[src/rtl/inv_mix_columns_iter_pkg.sv]
// Shared AES model package.
// Holds the GF(2^8) reduction constant, state/matrix typedefs, the xtime
// helper and the FSM state type used by the iterative InvMixColumns engine.
package aes_model_pack;

  // Low byte of the AES reduction polynomial x^8 + x^4 + x^3 + x + 1.
  localparam logic [7:0] MATH_ADDITIVE = 8'h1B;

  // 128-bit AES state; byte s[r][c] lives at bits [32*c+8*r +: 8].
  typedef logic [127:0] state_t;

  // Same state viewed as [col][row] bytes, so m[c] is one 32-bit column.
  typedef logic [3:0][3:0][7:0] byte_matrix_t;

  typedef logic [31:0] column_t;

  typedef enum logic [1:0] {
    IDLE,
    CALC,
    DONE
  } fsm_t;

  // Multiply by x in GF(2^8).
  function automatic logic [7:0] xtime(input logic [7:0] v);
    return {v[6:0], 1'b0} ^ (v[7] ? MATH_ADDITIVE : 8'h00);
  endfunction

endpackage

[src/rtl/inv_mix_columns_iter_if.sv]
// Handshake bundle for inv_mix_columns_iter.
//   in_valid/in_ready/in_state    : input state transfer
//   out_valid/out_ready/out_state : result transfer
// master = producer/consumer side, slave = the engine.
interface inv_mix_columns_iter_if;
  import aes_model_pack::*;

  logic   in_valid;
  logic   in_ready;
  state_t in_state;
  logic   out_valid;
  logic   out_ready;
  state_t out_state;

  modport master (
    output in_valid, in_state, out_ready,
    input  in_ready, out_valid, out_state
  );

  modport slave (
    input  in_valid, in_state, out_ready,
    output in_ready, out_valid, out_state
  );
endinterface

[src/rtl/inv_mix_columns_iter_one_column.sv]
// inv_mix_one_column: combinational InvMixColumns of a single column.
//   col_in  : column bytes a0..a3 (a_r at bits [8*r +: 8])
//   col_out : b_r = 0e*a_r ^ 0b*a_(r+1) ^ 0d*a_(r+2) ^ 09*a_(r+3)
module inv_mix_one_column
  import aes_model_pack::*;
(
  input  column_t col_in,
  output column_t col_out
);

  logic [3:0][7:0] a;
  logic [3:0][7:0] x2, x4, x8;
  logic [3:0][7:0] m09, m0b, m0d, m0e;
  logic [3:0][7:0] b;

  assign a = col_in;

  for (genvar r = 0; r < 4; r++) begin : g_prod
    assign x2[r]  = xtime(a[r]);
    assign x4[r]  = xtime(x2[r]);
    assign x8[r]  = xtime(x4[r]);
    assign m09[r] = x8[r] ^ a[r];
    assign m0b[r] = x8[r] ^ x2[r] ^ a[r];
    assign m0d[r] = x8[r] ^ x4[r] ^ a[r];
    assign m0e[r] = x8[r] ^ x4[r] ^ x2[r];
  end

  assign b[0] = m0e[0] ^ m0b[1] ^ m0d[2] ^ m09[3];
  assign b[1] = m0e[1] ^ m0b[2] ^ m0d[3] ^ m09[0];
  assign b[2] = m0e[2] ^ m0b[3] ^ m0d[0] ^ m09[1];
  assign b[3] = m0e[3] ^ m0b[0] ^ m0d[1] ^ m09[2];

  assign col_out = b;

endmodule

[src/rtl/inv_mix_columns_iter.sv]
// inv_mix_columns_iter: iterative AES InvMixColumns engine.
// Accepts one state, transforms COLS_PER_CYCLE columns per clock in place,
// then holds the result until the downstream handshake.
//   clk, rst : clock, synchronous active-high reset
//   bus      : in_valid/in_ready/in_state, out_valid/out_ready/out_state
//   busy     : high while columns are being transformed
module inv_mix_columns_iter
  import aes_model_pack::*;
#(
  parameter int unsigned COLS_PER_CYCLE = 1
) (
  input  logic                     clk,
  input  logic                     rst,
  inv_mix_columns_iter_if.slave    bus,
  output logic                     busy
);

  if (COLS_PER_CYCLE != 1 && COLS_PER_CYCLE != 2 && COLS_PER_CYCLE != 4) begin : g_bad_param
    $fatal(1, "inv_mix_columns_iter: COLS_PER_CYCLE must be 1, 2 or 4");
  end

  localparam logic [1:0] STEP = 2'(COLS_PER_CYCLE);
  localparam logic [1:0] LAST = 2'(4 - COLS_PER_CYCLE);
  localparam logic [2:0] NCOL = 3'(COLS_PER_CYCLE);

  fsm_t           state;
  logic [1:0]     col;
  byte_matrix_t   work;
  byte_matrix_t   work_next;
  logic [3:0][31:0] mixed;

  // Lane g transforms column col+g; unused lanes read as zero.
  for (genvar g = 0; g < 4; g++) begin : g_lane
    if (g < COLS_PER_CYCLE) begin : g_used
      logic [1:0] idx;
      assign idx = col + 2'(g);
      inv_mix_one_column u_col (
        .col_in  (work[idx]),
        .col_out (mixed[g])
      );
    end else begin : g_unused
      assign mixed[g] = '0;
    end
  end

  // Column c takes lane (c - col) when that lane is in the active group.
  for (genvar c = 0; c < 4; c++) begin : g_merge
    logic [1:0] off;
    assign off = 2'(c) - col;
    assign work_next[c] = ({1'b0, off} < NCOL) ? mixed[off] : work[c];
  end

  always_ff @(posedge clk) begin
    if (rst) begin
      state         <= IDLE;
      col           <= '0;
      work          <= '0;
      busy          <= 1'b0;
      bus.in_ready  <= 1'b0;
      bus.out_valid <= 1'b0;
      bus.out_state <= '0;
    end else begin
      case (state)
        IDLE: begin
          bus.in_ready <= 1'b1;
          if (bus.in_valid && bus.in_ready) begin
            work         <= bus.in_state;
            col          <= '0;
            bus.in_ready <= 1'b0;
            busy         <= 1'b1;
            state        <= CALC;
          end
        end
        CALC: begin
          work <= work_next;
          if (col == LAST) begin
            col           <= '0;
            busy          <= 1'b0;
            bus.out_valid <= 1'b1;
            bus.out_state <= work_next;
            state         <= DONE;
          end else begin
            col <= col + STEP;
          end
        end
        DONE: begin
          if (bus.out_valid && bus.out_ready) begin
            bus.out_valid <= 1'b0;
            bus.in_ready  <= 1'b1;
            state         <= IDLE;
          end
        end
        default: begin
          state <= IDLE;
        end
      endcase
    end
  end

endmodule

[src/flat_wrapper.sv]
// flat-port wrapper written by rule: the top's interface ports become plain ports
module inv_mix_columns_iter_flat import aes_model_pack::*;
#(
  parameter int unsigned COLS_PER_CYCLE = 1
)
  (clk, rst, busy, bus_in_valid, bus_in_state, bus_out_ready, bus_in_ready, bus_out_valid, bus_out_state);
  inv_mix_columns_iter_if bus_i ();
  input  logic clk;
  input  logic rst;
  output logic busy;
  input wire logic [$bits(bus_i.in_valid)-1:0] bus_in_valid;
  input wire logic [$bits(bus_i.in_state)-1:0] bus_in_state;
  input wire logic [$bits(bus_i.out_ready)-1:0] bus_out_ready;
  output wire logic [$bits(bus_i.in_ready)-1:0] bus_in_ready;
  output wire logic [$bits(bus_i.out_valid)-1:0] bus_out_valid;
  output wire logic [$bits(bus_i.out_state)-1:0] bus_out_state;
  assign bus_i.in_valid = bus_in_valid;
  assign bus_i.in_state = bus_in_state;
  assign bus_i.out_ready = bus_out_ready;
  assign bus_in_ready = bus_i.in_ready;
  assign bus_out_valid = bus_i.out_valid;
  assign bus_out_state = bus_i.out_state;
  inv_mix_columns_iter #(.COLS_PER_CYCLE(COLS_PER_CYCLE)) u_core (.clk(clk), .rst(rst), .bus(bus_i), .busy(busy));
endmodule
[config.mk]
export PLATFORM = sky130hd
export DESIGN_NAME = inv_mix_columns_iter_flat
export DESIGN_NICKNAME = d
export VERILOG_FILES = /design/src/rtl/inv_mix_columns_iter_pkg.sv /design/src/rtl/inv_mix_columns_iter_if.sv /design/src/rtl/inv_mix_columns_iter_one_column.sv /design/src/rtl/inv_mix_columns_iter.sv /design/src/flat_wrapper.sv
export SDC_FILE = /design/constraint.sdc
export NUM_CORES = 1
export LEC_CHECK = 0
export ABC_AREA = 1
export BUFFER_PORTS_ARGS = -buffer_cell sky130_fd_sc_hd__buf_2
export CORE_ASPECT_RATIO = 0.5
export CORE_MARGIN = 8
export CORE_UTILIZATION = 40
export CTS_CLUSTER_SIZE = 8
export DETAILED_ROUTE_END_ITERATION = 16
export GPL_TIMING_DRIVEN = 0
export SETUP_SLACK_MARGIN = 0.5
export SLEW_MARGIN = 20
export SYNTH_ARGS = -nofsm -noshare
export SYNTH_HDL_FRONTEND = slang
export SYNTH_HIERARCHICAL = 1
export SYNTH_SLANG_ARGS = --single-unit
[constraint.sdc]
create_clock -name clk -period 4 [get_ports clk]
set_input_delay 0.8 -clock clk [delete_from_list [all_inputs] [get_ports clk]]
set_output_delay 0.8 -clock clk [all_outputs]
set_load 0.005 [all_outputs]
* Yosys cells after proc, flatten, opt, wreduce, memory -nomap -nowiden
Index checks and enable logic that the tools add are counted.
Cells by class: div/mod/pow operators 0, shift operators 0, equality and inequality tests 6, multipliers 0, $lt $le $gt $ge 9, reductions and logical operators 12, bitwise logic cells 48, muxes and demuxes 44, $add $sub $neg 5
Operator list (number):
- binary-select mux 32 bit (select 2 bit) | 5
- XOR 8 bit | 37
- 2-to-1 mux 32 bit | 9
- case mux 128 bit (2 select lines) | 1
- 2-to-1 mux 128 bit | 1
- XOR 8 x 5 -> 8 bit | 11
- 2-to-1 mux 5 bit | 12
- < comparator 2 x 3 -> 1 bit, second input constant | 5
- 2-to-1 mux 2 bit | 5
- AND reduction 3 bit | 3
- < comparator 2 x 1 -> 1 bit, second input constant | 4
- 2-to-1 mux 1 bit | 6
- != test 2 x 1 -> 1 bit, second input constant | 3
- case mux 1 bit (2 select lines) | 3
- case mux 2 bit (3 select lines) | 1
- AND reduction 2 bit | 3
- nonzero test 2 bit | 3
- == test 2 bit, second input constant | 2
- case mux 2 bit (2 select lines) | 1
- subtractor 1 x 2 -> 2 bit, first input constant | 2
- subtractor 2 bit, first input constant | 2
- adder 2 x 1 -> 2 bit, second input constant | 1
- == test 2 x 1 -> 1 bit, second input constant | 1
- logical AND 1 bit | 2
- logical NOT 2 bit | 1
Storage, ports and cells: latch bits 0, memories 0, ROM bits 0, register bits after elaboration 263, bits in writable memories 0, output and inout bits 131

* Longest topological paths before layout
depth in word-level cells 17, gate-level depth with buffers 27, mapped depth without buffers 24

* By module
Netlist, hierarchy kept.
By module, submodules not included:
- inv_mix_columns_iter | instances 1, cells each 2075, sequential area each 5265.0 µm², area each 13466.7 µm²
- inv_mix_one_column | instances 1, cells each 776, sequential area each 0.0 µm², area each 4170.2 µm²

* Least setup slack after synthesis
Ideal clock, no wire load.
path type register to register, start reg u_core.col[0], end reg u_core/work[65] in the netlist's numbering, slack 1.076 ns, stages on the path, launching flop included 20, data required time 3.930 ns, data arrival time 2.854 ns, period minus slack after synthesis 2.924 ns, buffers on the path 3, path through dfxtp_1 > buf_2 > buf_2 > clkbuf_1 > a21oi_1 > a21oi_1 > inv_1 > nand2_2 > nand2_4 > xor2_2 > inv_2 > xor2_1 > or2_1 > nand2_1 > inv_1 > nor2_1 > nand2_1 > nand3_1 > nand2_1 > a21oi_1
RTL lines:
- start, declared | line inv_mix_columns_iter.sv:27 | logic [1:0] col;
- start signal, assigned | line inv_mix_columns_iter.sv:83 | col <= col + STEP;
- end signal, assigned | line inv_mix_columns_iter.sv:67 | work <= bus.in_state;
- end signal, assigned | line inv_mix_columns_iter.sv:75 | work <= work_next;
- end, declared | line inv_mix_columns_iter.sv:28 | byte_matrix_t work;

==> summary.md <==
| Metric | Value |
|---|---|
| Status | complete, no violations |
| Clock buffer depth | 3 |
| Post-Synthesis Cell Area | 17600 um2 |
| Post-synth top area cell | dfxtp_1 |
| Post-synth EDFFs | 0 |
| Initial antenna violation count | 2 |
| Routed WL | 88100 um |
| Die height | 164 um |
| LEAKAGE | 11.3 nW |
| Starting density of the core | 40.5% |
| Layout Nets | 3341 |
| Sequential fraction of the synthesis area | 29.9% |
| Cell Area, Placed | 19700 um2 |
| Htree depth | 2 |
| Iteration-0 DRC Markers | 2846 |
| RSZ-0062 raised after global routing | yes |
| Compound-cell area share of the yosys netlist | 18.0% |
| Slew @ Worst Pin | 1050 ps |
| Synth top cells by count | nand2_1, nor2_1, inv_1, dfxtp_1, nand3_1 |
| FFs w/ async S/R, synth | 0% |
| Remaining global-route overflow | 0 |
| Total power draw | 14.7 mW |
| Buf/Inv on CP | 8 |
| Fillers | 4587 |
| Final setup viols | 0 |
| DR pass1 iterations | 7 |
| Adder-cell share of the synthesized area | 0.355% |
| Full die area | 51500 um2 |
| RR Endpoint | u_core/work[53] |
| Synth Area in Simple Gates | 33.5% |
| Max VDD drop | 0.650 mV |
| R2R cell count | 24 |
| Vias post-DR | 21100 |
| Synthesized instance count | 2851 |
| WHS Path Cells | 2 |
| Share of the clock period used by the worst path | 87.3% |
| Global-route wire length before repair | 124000 um |
| Clock buffer count from CTS | 38 |
| DRC errors left | 0 |
| Clk_lat worst skew | 540 ps |
| CTS tree | yes |
| Fin area | 22300 um2 |
| Worst reg-to-reg setup slack | 510 ps |
| Max Clk Rate | 286 MHz |
| Worst path required time | 4390 ps |
| Area delta synth->final | 26.4% |
| Worst setup path category | reg -> reg |
| Final ANT Viol Nets | 0 |
| Largest net degree at the start of global routing | 12 |
| Warnings from Yosys | 6 |
| Row cnt | 54 |
| Xor/xnor share of the synthesized area | 6.80% |
| Via count of the first global-routing pass | 19100 |
| Total Routing Usage GR | 31.9% |
| IO Pins | 263 |
| CP Max Fanout | 10 |
| Post-synthesis cell type count | 41 |
| Worst reg2reg path startpoint | u_core/col[0] |
| Top cell type's share of synthesized area | 29.9% |
| Startpoint Class | flop |
| Synthesized flop and latch total | 263 |
| Worst EP arrival | 3880 ps |
| Vias/cell | 5.55 |
| Hold worst-path end | u_core/work[88] |
| Relative slew slack | 29.9% |
| Largest family of logic cells by synthesized area | simple AND/OR/NAND/NOR gates |
| Net Count, Synth | 2988 |
| Crit-path max cell delay | 370 ps |
| Clock Tree Root | clkbuf_16 |
| Clock skew | 24.5 ps |
| Top delay family on crit path | simple AND/OR/NAND/NOR gates |
| Clock Sinks | 263 |
| Post-detailed-placement half-perimeter wirelength | 70300 um |
| HP Start | u_core/work[88] |
| Syn Area/Cell | 6.19 um2 |
| Fraction of layout cells with a size suffix above 1 | 22.2% |
| Clock Pin Slew Worst Setup and Hold Paths | 50 ps |
| Hold buffers post-CTS | 0 |
| Cell with the most instances after synthesis | nand2_1 |
| Post-layout min period | 3490 ps |
| Most common flop cell mapped by yosys | dfxtp_1 |
| Type of the tightest min-delay check | reg -> reg |
| Max_cap viols | 0 |
| Layout Utilization | 51.2% |
| Worst Setup End Kind | flop |
| Core footprint | 43500 um2 |
| Avg WL per Cell | 23.2 um |
| Final Hold Viols | 0 |
| Cell Pwr Density | 659 nW/um2 |
| Multiplexer area fraction after synthesis | 0% |
| Synth area leaders | dfxtp_1, nand2_1, nor2_1 |
| RD Place Congestion | 1.05 |
| IO Port Bufs | 261 |
| Crit-path slowest cell | dfxtp_4 |
| Worst path cell trace | buf_12 -> buf_8 -> buf_8 -> nor2_1 -> o22ai_2 -> buf_6 -> inv_4 -> nand2_2 -> nand2_4 -> nand2_2 -> nand2_4 -> xor2_1 -> nand2_1 -> nand2_1 -> nand2_1 -> inv_1 -> nor2_4 -> buf_4 -> nand2_1 -> inv_1 -> nand2_1 -> nand3_1 -> nand2_1 -> a21oi_1 |
| Die W | 313 um |
| Max Slew Vio Count | 0 |
| Most used cell, CP | nand2_1 |
==> sequential cells by signal, indices dropped and copies added (netlist names) <==
signal / cells
u_core/bus.in_ready: 1
u_core/col: 2
u_core/busy: 1
u_core/work: 128
u_core/state: 2
u_core/bus.out_state: 128
u_core/bus.out_valid: 1
==> layout by cell type, fill, tap and decap left out, types with 6 or more instances in the layout <==
cell type	n
buf_6	25
xor2_1	64
nand3b_1	11
nand3_1	228
o21ai_0	157
o21ai_4	7
clkbuf_16	39
clkbuf_1	61
xnor2_2	13
inv_1	260
o22ai_2	11
buf_12	11
nand2_2	61
nand2_4	28
buf_2	317
nor2_1	348
buf_4	54
buf_8	6
inv_4	8
xor2_2	18
o211ai_1	76
inv_2	23
o21ai_1	66
o21bai_1	17
a21oi_2	10
o22ai_1	35
nor2_2	17
a21oi_1	119
nand2_1	712
o21a_1	14
dfxtp_1	261
a211oi_1	11
xnor2_1	26
o21ai_2	19
buf_1	13
a21oi_4	12
==> worst register-to-register path, cell delays in order (launching register included) <==
cell and delay (ps):
dfxtp_4 370, buf_12 160, buf_8 160, buf_8 160, nor2_1 260, o22ai_2 210
buf_6 200, inv_4 100, nand2_2 70, nand2_4 120, nand2_2 90, nand2_4 100
xor2_1 200, nand2_1 80, nand2_1 120, nand2_1 70, inv_1 90, nor2_4 60
buf_4 160, nand2_1 180, inv_1 70, nand2_1 90, nand3_1 80, nand2_1 90
a21oi_1 60
==> kinds of logic after synthesis <==
family          Yosys count
flops                   263
xor+xnor                125
buf+inv                 477
simple gates           1421
fa+ha+maj                 5
compound gates          560
==> repair_timing <==
action	CTS	global route
pin swaps	12	25
setup endpoints to repair	256	227
hold endpoints to repair	0	0
buffers inserted	15	35
gates cloned	0	2
resized for setup	205	134
==> worst max-delay path by stage <==
stage	startpoint	endpoint	slack, ps	cells after the start
finish	u_core/col[0]	u_core/work[53]	510	24
CTS	u_core/col[0]	u_core/work[77]	470	24
global placement	u_core/col[1]	u_core/work[21]	-1120	23
detailed placement	u_core/col[0]	u_core/bus.out_state[37]	-1050	19
global route	u_core/col[1]	u_core/work[53]	430	25
floorplan	u_core/col[0]	u_core/work[65]	1080	19
==> power by group <==
group	total, mW	internal [mW]	switching [mW]
logic	8.83	2.78	6.06
registers	2.95	2.79	0.160
clock network	2.90	1.71	1.19
==> metal layers <==
metal,global-route usage [%],wire (um),vias to the layer above
li1,-,-,9836
met3,11.1,11800,132
met4,6.64,1900,2
met1,43.2,36500,10000
met5,0,27,-
met2,49.1,37800,1076
==> area by class of cell <==
type                    instances  area [um2]  area share [%]
plain buffers                 179        1100            4.94
well taps                     588         736            3.30
inverters                     298        1170            5.25
repair buffers                313        1800            8.05
clock inverters                 1        8.76          0.0393
flip-flops and latches        263        5270            23.6
diodes                          2        5.00          0.0225
multi-input cells            2111       11200            50.4
clock buffers                  40         980            4.39
==> metrics by stage <==
step           setup TNS, ps  setup WS, ps  hold slack [ps]  cells
6_report                   0           508              482   3795
5_1_grt                    0           427              503   3793
4_1_cts                    0           473              481   3756
3_5_place_dp         -154070         -1050              472   3700
3_3_place_gp         -151990         -1120              469   3700
2_1_floorplan              0          1080              454   2851
Power figures use the tool's default switching activity.
